### config.mk
export PLATFORM = sky130hd
export DESIGN_NAME = regfile_access_ctrl_flat
export DESIGN_NICKNAME = d
export VERILOG_FILES = /design/src/rtl/regfile_access_ctrl_if.sv /design/src/rtl/regfile_access_ctrl.sv /design/src/flat_wrapper.sv
export SDC_FILE = /design/constraint.sdc
export NUM_CORES = 1
export LEC_CHECK = 0
export ABC_AREA = 1
export CAP_MARGIN = 40
export CORE_MARGIN = 2
export CORE_UTILIZATION = 40
export DETAILED_ROUTE_END_ITERATION = 10
export DONT_BUFFER_PORTS = 1
export PLACE_DENSITY = 0.58
export SYNTH_ARGS = -nofsm -noshare
export SYNTH_HDL_FRONTEND = slang
export SYNTH_SLANG_ARGS = --single-unit
### constraint.sdc
create_clock -name eclk -period 1.85 [get_ports eclk]
set_input_delay 0.37 -clock eclk [delete_from_list [all_inputs] [get_ports eclk]]
set_output_delay 0.37 -clock eclk [all_outputs]
set_load 0.05 [all_outputs]
### src/rtl/regfile_access_ctrl_if.sv
// Request/response bundle and register-file slice-bus bundle used by regfile_access_ctrl.
// Widths follow WIDTH, which must match the controller's WIDTH.
interface regfile_req_if #(
  parameter int WIDTH = 16
);
  logic             req_valid;
  logic             req_ready;
  logic             req_write;
  logic [3:0]       req_reg;
  logic [WIDTH-1:0] req_data;
  logic             rsp_valid;
  logic             rsp_ready;
  logic [WIDTH-1:0] rsp_data;
  logic             rsp_err;

  modport master (
    output req_valid, req_write, req_reg, req_data, rsp_ready,
    input  req_ready, rsp_valid, rsp_data, rsp_err
  );

  modport slave (
    input  req_valid, req_write, req_reg, req_data, rsp_ready,
    output req_ready, rsp_valid, rsp_data, rsp_err
  );
endinterface

interface regfile_slice_if #(
  parameter int WIDTH = 16
);
  logic [13:0]      sel;
  logic             pc_wr;
  logic             reg_wr;
  logic             r_p;
  logic [WIDTH-1:0] pc_din;
  logic [WIDTH-1:0] reg_din;
  logic [WIDTH-1:0] pc_dout;
  logic [WIDTH-1:0] reg_dout;

  modport master (
    output sel, pc_wr, reg_wr, r_p, pc_din, reg_din,
    input  pc_dout, reg_dout
  );

  modport slave (
    input  sel, pc_wr, reg_wr, r_p, pc_din, reg_din,
    output pc_dout, reg_dout
  );
endinterface

### src/rtl/regfile_access_ctrl.sv
// Single-access sequencer for a register-file slice array: one-hot select, left/right strobes, capture.
// Optional write read-back verify is compiled in with `define REGFILE_ACCESS_VERIFY_EN.
module regfile_access_ctrl #(
  parameter int WIDTH    = 16,
  parameter int HOLD_CYC = 1
) (
  input  logic             eclk,
  input  logic             erst_n,
  regfile_req_if.slave     req,
  regfile_slice_if.master  slc
);

  if (HOLD_CYC < 1 || HOLD_CYC > 4) begin : g_bad_hold_cyc
    $error("regfile_access_ctrl: HOLD_CYC must be in 1..4");
  end

  localparam logic [1:0]       LAST_CNT = 2'(HOLD_CYC - 1);
  localparam logic [WIDTH-1:0] DIN_IDLE = '1;

  typedef enum logic [2:0] {
    ST_IDLE    = 3'd0,
    ST_DRIVE   = 3'd1,
    ST_CAPTURE = 3'd2,
`ifdef REGFILE_ACCESS_VERIFY_EN
    ST_RESP    = 3'd3,
    ST_VERIFY  = 3'd4
`else
    ST_RESP    = 3'd3
`endif
  } state_t;

  state_t           r_state, w_state;
  logic [1:0]       r_cnt, w_cnt;
  logic             w_lat;

  logic             r_write;
  logic [3:0]       r_reg;
  logic [WIDTH-1:0] r_data;

  logic [13:0]      r_sel, w_sel;
  logic             r_pc_wr, w_pc_wr;
  logic             r_reg_wr, w_reg_wr;
  logic [WIDTH-1:0] r_pc_din, w_pc_din;
  logic [WIDTH-1:0] r_reg_din, w_reg_din;

  logic             r_req_ready, w_req_ready;
  logic             r_rsp_valid, w_rsp_valid;
  logic [WIDTH-1:0] r_rsp_data, w_rsp_data;
  logic             r_rsp_err, w_rsp_err;

`ifdef REGFILE_ACCESS_VERIFY_EN
  logic             r_vfy, w_vfy;
  logic [13:0]      w_cur_sel;
  assign w_cur_sel = 14'd1 << r_reg;
`endif

  logic             w_req_bad;
  logic             w_req_left;
  logic [13:0]      w_req_sel;
  logic             w_cur_left;
  logic [WIDTH-1:0] w_rdback;

  assign w_req_bad  = (req.req_reg > 4'd13);
  assign w_req_left = (req.req_reg < 4'd2);
  assign w_req_sel  = 14'd1 << req.req_reg;
  assign w_cur_left = (r_reg < 4'd2);
  // Left slices present inverted data; normalise to true polarity here.
  assign w_rdback   = w_cur_left ? ~slc.pc_dout : slc.reg_dout;

  always_comb begin
    w_state     = r_state;
    w_cnt       = r_cnt;
    w_lat       = 1'b0;
    w_sel       = r_sel;
    w_pc_wr     = r_pc_wr;
    w_reg_wr    = r_reg_wr;
    w_pc_din    = r_pc_din;
    w_reg_din   = r_reg_din;
    w_req_ready = r_req_ready;
    w_rsp_valid = r_rsp_valid;
    w_rsp_data  = r_rsp_data;
    w_rsp_err   = r_rsp_err;
`ifdef REGFILE_ACCESS_VERIFY_EN
    w_vfy       = r_vfy;
`endif

    case (r_state)
      ST_IDLE: begin
        if (req.req_valid && r_req_ready) begin
          w_lat       = 1'b1;
          w_req_ready = 1'b0;
`ifdef REGFILE_ACCESS_VERIFY_EN
          w_vfy       = 1'b0;
`endif
          if (w_req_bad) begin
            w_state     = ST_RESP;
            w_rsp_valid = 1'b1;
            w_rsp_err   = 1'b1;
            w_rsp_data  = '0;
          end else begin
            w_state = ST_DRIVE;
            w_cnt   = '0;
            w_sel   = w_req_sel;
            if (req.req_write) begin
              if (w_req_left) begin
                w_pc_wr  = 1'b1;
                w_pc_din = req.req_data;
              end else begin
                w_reg_wr  = 1'b1;
                w_reg_din = req.req_data;
              end
            end
          end
        end
      end

      ST_DRIVE: begin
        if (r_cnt == LAST_CNT) begin
          w_state   = ST_CAPTURE;
          w_sel     = '0;
          w_pc_wr   = 1'b0;
          w_reg_wr  = 1'b0;
          w_pc_din  = DIN_IDLE;
          w_reg_din = DIN_IDLE;
        end else begin
          w_cnt = r_cnt + 2'd1;
        end
      end

      ST_CAPTURE: begin
        w_state     = ST_RESP;
        w_rsp_valid = 1'b1;
        w_rsp_err   = 1'b0;
        w_rsp_data  = r_write ? r_data : w_rdback;
`ifdef REGFILE_ACCESS_VERIFY_EN
        if (r_write && !r_vfy) begin
          w_state     = ST_VERIFY;
          w_rsp_valid = 1'b0;
          w_rsp_data  = r_rsp_data;
          w_cnt       = '0;
          w_sel       = w_cur_sel;
          w_vfy       = 1'b1;
        end else if (r_vfy) begin
          w_rsp_data = w_rdback;
          w_rsp_err  = (w_rdback != r_data);
        end
`endif
      end

`ifdef REGFILE_ACCESS_VERIFY_EN
      // Read-back pass: select only, strobes stay low.
      ST_VERIFY: begin
        if (r_cnt == LAST_CNT) begin
          w_state = ST_CAPTURE;
          w_sel   = '0;
        end else begin
          w_cnt = r_cnt + 2'd1;
        end
      end
`endif

      ST_RESP: begin
        if (req.rsp_ready) begin
          w_state     = ST_IDLE;
          w_rsp_valid = 1'b0;
          w_req_ready = 1'b1;
        end
      end

      default: begin
        w_state     = ST_IDLE;
        w_sel       = '0;
        w_pc_wr     = 1'b0;
        w_reg_wr    = 1'b0;
        w_pc_din    = DIN_IDLE;
        w_reg_din   = DIN_IDLE;
        w_rsp_valid = 1'b0;
        w_req_ready = 1'b1;
      end
    endcase
  end

  always_ff @(posedge eclk or negedge erst_n) begin
    if (!erst_n) begin
      r_state     <= ST_IDLE;
      r_cnt       <= '0;
      r_write     <= 1'b0;
      r_reg       <= '0;
      r_data      <= '0;
      r_sel       <= '0;
      r_pc_wr     <= 1'b0;
      r_reg_wr    <= 1'b0;
      r_pc_din    <= DIN_IDLE;
      r_reg_din   <= DIN_IDLE;
      r_req_ready <= 1'b1;
      r_rsp_valid <= 1'b0;
      r_rsp_data  <= '0;
      r_rsp_err   <= 1'b0;
`ifdef REGFILE_ACCESS_VERIFY_EN
      r_vfy       <= 1'b0;
`endif
    end else begin
      r_state     <= w_state;
      r_cnt       <= w_cnt;
      r_sel       <= w_sel;
      r_pc_wr     <= w_pc_wr;
      r_reg_wr    <= w_reg_wr;
      r_pc_din    <= w_pc_din;
      r_reg_din   <= w_reg_din;
      r_req_ready <= w_req_ready;
      r_rsp_valid <= w_rsp_valid;
      r_rsp_data  <= w_rsp_data;
      r_rsp_err   <= w_rsp_err;
`ifdef REGFILE_ACCESS_VERIFY_EN
      r_vfy       <= w_vfy;
`endif
      if (w_lat) begin
        r_write <= req.req_write;
        r_reg   <= req.req_reg;
        r_data  <= req.req_data;
      end
    end
  end

  assign req.req_ready = r_req_ready;
  assign req.rsp_valid = r_rsp_valid;
  assign req.rsp_data  = r_rsp_data;
  assign req.rsp_err   = r_rsp_err;

  assign slc.sel     = r_sel;
  assign slc.pc_wr   = r_pc_wr;
  assign slc.reg_wr  = r_reg_wr;
  assign slc.r_p     = 1'b0;
  assign slc.pc_din  = r_pc_din;
  assign slc.reg_din = r_reg_din;

endmodule

### src/flat_wrapper.sv
// flat-port wrapper written by rule: the top's interface ports become plain ports
module regfile_access_ctrl_flat 
#(
  parameter int WIDTH    = 16,
  parameter int HOLD_CYC = 1
)
  (eclk, erst_n, req_req_valid, req_req_write, req_req_reg, req_req_data, req_rsp_ready, req_req_ready, req_rsp_valid, req_rsp_data, req_rsp_err, slc_sel, slc_pc_wr, slc_reg_wr, slc_r_p, slc_pc_din, slc_reg_din, slc_pc_dout, slc_reg_dout);
  regfile_req_if #(.WIDTH(WIDTH)) req_i ();
  regfile_slice_if #(.WIDTH(WIDTH)) slc_i ();
  input  logic eclk;
  input  logic erst_n;
  input wire logic [$bits(req_i.req_valid)-1:0] req_req_valid;
  input wire logic [$bits(req_i.req_write)-1:0] req_req_write;
  input wire logic [$bits(req_i.req_reg)-1:0] req_req_reg;
  input wire logic [$bits(req_i.req_data)-1:0] req_req_data;
  input wire logic [$bits(req_i.rsp_ready)-1:0] req_rsp_ready;
  output wire logic [$bits(req_i.req_ready)-1:0] req_req_ready;
  output wire logic [$bits(req_i.rsp_valid)-1:0] req_rsp_valid;
  output wire logic [$bits(req_i.rsp_data)-1:0] req_rsp_data;
  output wire logic [$bits(req_i.rsp_err)-1:0] req_rsp_err;
  output wire logic [$bits(slc_i.sel)-1:0] slc_sel;
  output wire logic [$bits(slc_i.pc_wr)-1:0] slc_pc_wr;
  output wire logic [$bits(slc_i.reg_wr)-1:0] slc_reg_wr;
  output wire logic [$bits(slc_i.r_p)-1:0] slc_r_p;
  output wire logic [$bits(slc_i.pc_din)-1:0] slc_pc_din;
  output wire logic [$bits(slc_i.reg_din)-1:0] slc_reg_din;
  input wire logic [$bits(slc_i.pc_dout)-1:0] slc_pc_dout;
  input wire logic [$bits(slc_i.reg_dout)-1:0] slc_reg_dout;
  assign req_i.req_valid = req_req_valid;
  assign req_i.req_write = req_req_write;
  assign req_i.req_reg = req_req_reg;
  assign req_i.req_data = req_req_data;
  assign req_i.rsp_ready = req_rsp_ready;
  assign req_req_ready = req_i.req_ready;
  assign req_rsp_valid = req_i.rsp_valid;
  assign req_rsp_data = req_i.rsp_data;
  assign req_rsp_err = req_i.rsp_err;
  assign slc_sel = slc_i.sel;
  assign slc_pc_wr = slc_i.pc_wr;
  assign slc_reg_wr = slc_i.reg_wr;
  assign slc_r_p = slc_i.r_p;
  assign slc_pc_din = slc_i.pc_din;
  assign slc_reg_din = slc_i.reg_din;
  assign slc_i.pc_dout = slc_pc_dout;
  assign slc_i.reg_dout = slc_reg_dout;
  regfile_access_ctrl #(.WIDTH(WIDTH), .HOLD_CYC(HOLD_CYC)) u_core (.eclk(eclk), .erst_n(erst_n), .req(req_i), .slc(slc_i));
endmodule
==> metrics.md <==
| Metric | Value |
|---|---|
| Die Span Y | 110 um |
| Slew @ Worst Pin | 0.641 ns |
| Post-synthesis sequential area ratio | 0.515 |
| Critical path capture point type | register |
| Most frequent cells in the layout | 194 x nand2_1, 91 x nand3_1, 58 x dfrtp_1 |
| DRT iter0 DRCs | 197 |
| Fmax | 584 MHz |
| Synth Cell Area | 0.00450 mm^2 |
| Clk_lat worst skew | 0.34 ns |
| CP max FO | 17 |
| Antenna Nets Post-Route | 0 |
| Vias in the first global route | 3,239 |
| WP data required | 2.08 ns |
| Hold Fails Final Rpt | 91 |
| Effective utilization at floorplan | 0.412 |
| Delay-heaviest family, CP | buffers and inverters |
| Status | finished, violations left |
| H-tree depth | 3 |
| Tot Pwr | 3.85 mW |
| DP Wirelength | 7.83 mm |
| Clock sink total | 91 |
| Largest stage delay, worst path | 0.37 ns |
| Remaining global-route overflow | 0 |
| Post-layout minimum cycle time | 1.71 ns |
| Vias | 3,494 |
| CTS tree | built |
| WP buf/inv | 4 |
| CP cell instances | inv_1 > ha_1 > buf_4 > nand4_1 > nand2_1 > inv_2 > buf_4 > nand3_1 > nand2_1 |
| Post-place instance area | 0.00462 mm^2 |
| Syn_nets | 616 |
| Routed wl met2 | 4.77 mm |
| Wl on met1 | 5.42 mm |
| Area growth syn-to-layout | 10.3% |
| GRT Total Usage | 0.183 |
| Routability cong. | 0.852 |
| Synth warn | 0 |
| Unrepaired setup endpoints after global routing | yes |
| Max-cap violations | 0 |
| Lkg Pwr | 2.61 nW |
| Layout cells sized above 1 | 0.198 |
| Clk buf depth | 2 |
| Die area | 0.0121 mm^2 |
| Critical Path Start Type | register |
| Top Layer Used | met4 |
| Residual DRC | 0 |
| Worst IR Drop VDD | 0.376 mV |
| DR WL/cell | 15.9 um |
| Crit path kind | reg2reg |
| Relative slew slack | 0.572 |
| Fin crit share | 0.925 |
| Final setup viols | 0 |
| Io pins | 125 |
| Initial antenna violation count | 0 |
| Leading cell type in the layout, fill and taps excluded | nand2_1 |
| Clock Skews | 0.00580 ns |
| Post-synthesis cell count | 553 |
| Final core occ | 0.454 |
| Vias per inst | 4.99 |
| First-pass GRT wire length | 16.9 mm |
| HP Class | in2async |
| Worst-path clk slew | 0.06 ns |
| I/O Buffers | 0 |
| Inserted Clock Buffers | 9 |
| Worst hold slack | -0.272 ns |
| First-pass DRT Iterations | 5 |
| Max Slew Vio Count | 0 |
| Largest net degree at the start of global routing | 92 |
| FF+latch count, synth | 91 |
| Core Rows | 38 |
| Core area | 0.0109 mm^2 |
| Violated checks | negative hold slack |
| Crit path max-delay cell type | dfrtp_1 |
| Root Driver | clkbuf_16 |
| Nets | 618 |
| Met3 routed WL | 741 um |
| Worst path arrival time | 1.94 ns |
| Die Width | 110 um |
| Drt total wl | 11.1 mm |
| Post-Syn Area per Cell | 8.14 um^2 |
| Pwr/cell area | 774 mW/mm^2 |
| Yosys cell types | 28 |
| Fin area | 0.00497 mm^2 |
| Number of inserted diodes | 0 |
[routing by layer]
layer / GRT usage / vias up
li1: - / 1750
met1: 0.258 / 1619
met2: 0.267 / 111
met3: 0.0476 / 14
met4: 0.0741 / 0
met5: 0 / -
[path summary, 6_finish.rpt]
check,to,cells past startpoint,slack [ns],start
worst max register to register,u_core.slc.reg_wr,9,0.14,u_core.r_state[0]
worst min register to register,u_core.r_data[9],2,0.48,u_core.r_data[9]
min in group eclk,u_core.r_data[6],2,0.20,req_req_data[6]
worst max-delay path,u_core.slc.reg_wr,9,0.14,u_core.r_state[0]
worst min-delay path,u_core.req.rsp_valid,0,-0.27,erst_n
max in group asynchronous,u_core.slc.pc_din[3],0,1.87,erst_n
[area by class of cell]
type	instances	area, um^2
fillers	1103	5970
flip-flops and latches	91	2320
multi-input cells	385	1850
clock buffers	10	239
inverters	51	191
well taps	140	175
repair buffers	17	156
clock inverters	6	40.0
[cells in the mapped netlist, drive strengths merged]
master,number,area share
a21oi,1,0.0011
buf,17,0.029
clkbuf,10,0.0083
clkinv,1,0.00083
conb,1,0.00083
dfrtp,58,0.32
dfstp,33,0.19
ha,6,0.017
inv,50,0.042
nand2,201,0.17
nand3,92,0.10
nand4,5,0.0069
nor2,11,0.021
nor3,2,0.0022
o21a,1,0.0017
o21ai,39,0.043
o22ai,1,0.0014
or2,24,0.033
[kinds of logic (layout without fill, tap and decap cells)]
logic type,Yosys count,in the layout,share of synthesized area
AOI/OAI and AO/OA,42,42,0.0475
adders and majority gates,6,6,0.0167
buffers and inverters,78,84,0.0797
and+or+nand+nor,335,336,0.340
DFF,91,91,0.515
other,1,1,0.000833
[timing repair]
item / 4_1_cts / 5_1_grt
setup endpoints to repair: 0 / 45
hold endpoints to repair: 91 / 91
resized for setup: 0 / 6
buffers inserted: 0 / 4
[stage by stage]
stage,worst slack (ns),cells,TNS [ns]
floorplan,0.207,553,0
global placement,0.139,679,0
detailed placement,0.0427,679,0
CTS,0.0287,695,0
global route,-0.0386,700,-0.257
finish,0.138,700,0
[power breakdown]
| group | total (mW) | internal (mW) | leakage [nW] | switching [mW] |
|---|---|---|---|---|
| combinational | 0.113 | 0.0331 | 1.33 | 0.0799 |
| sequential | 1.99 | 1.99 | 1.14 | 0 |
| clock | 1.74 | 0.948 | 0.139 | 0.792 |
(Power assumes the default switching activity.)
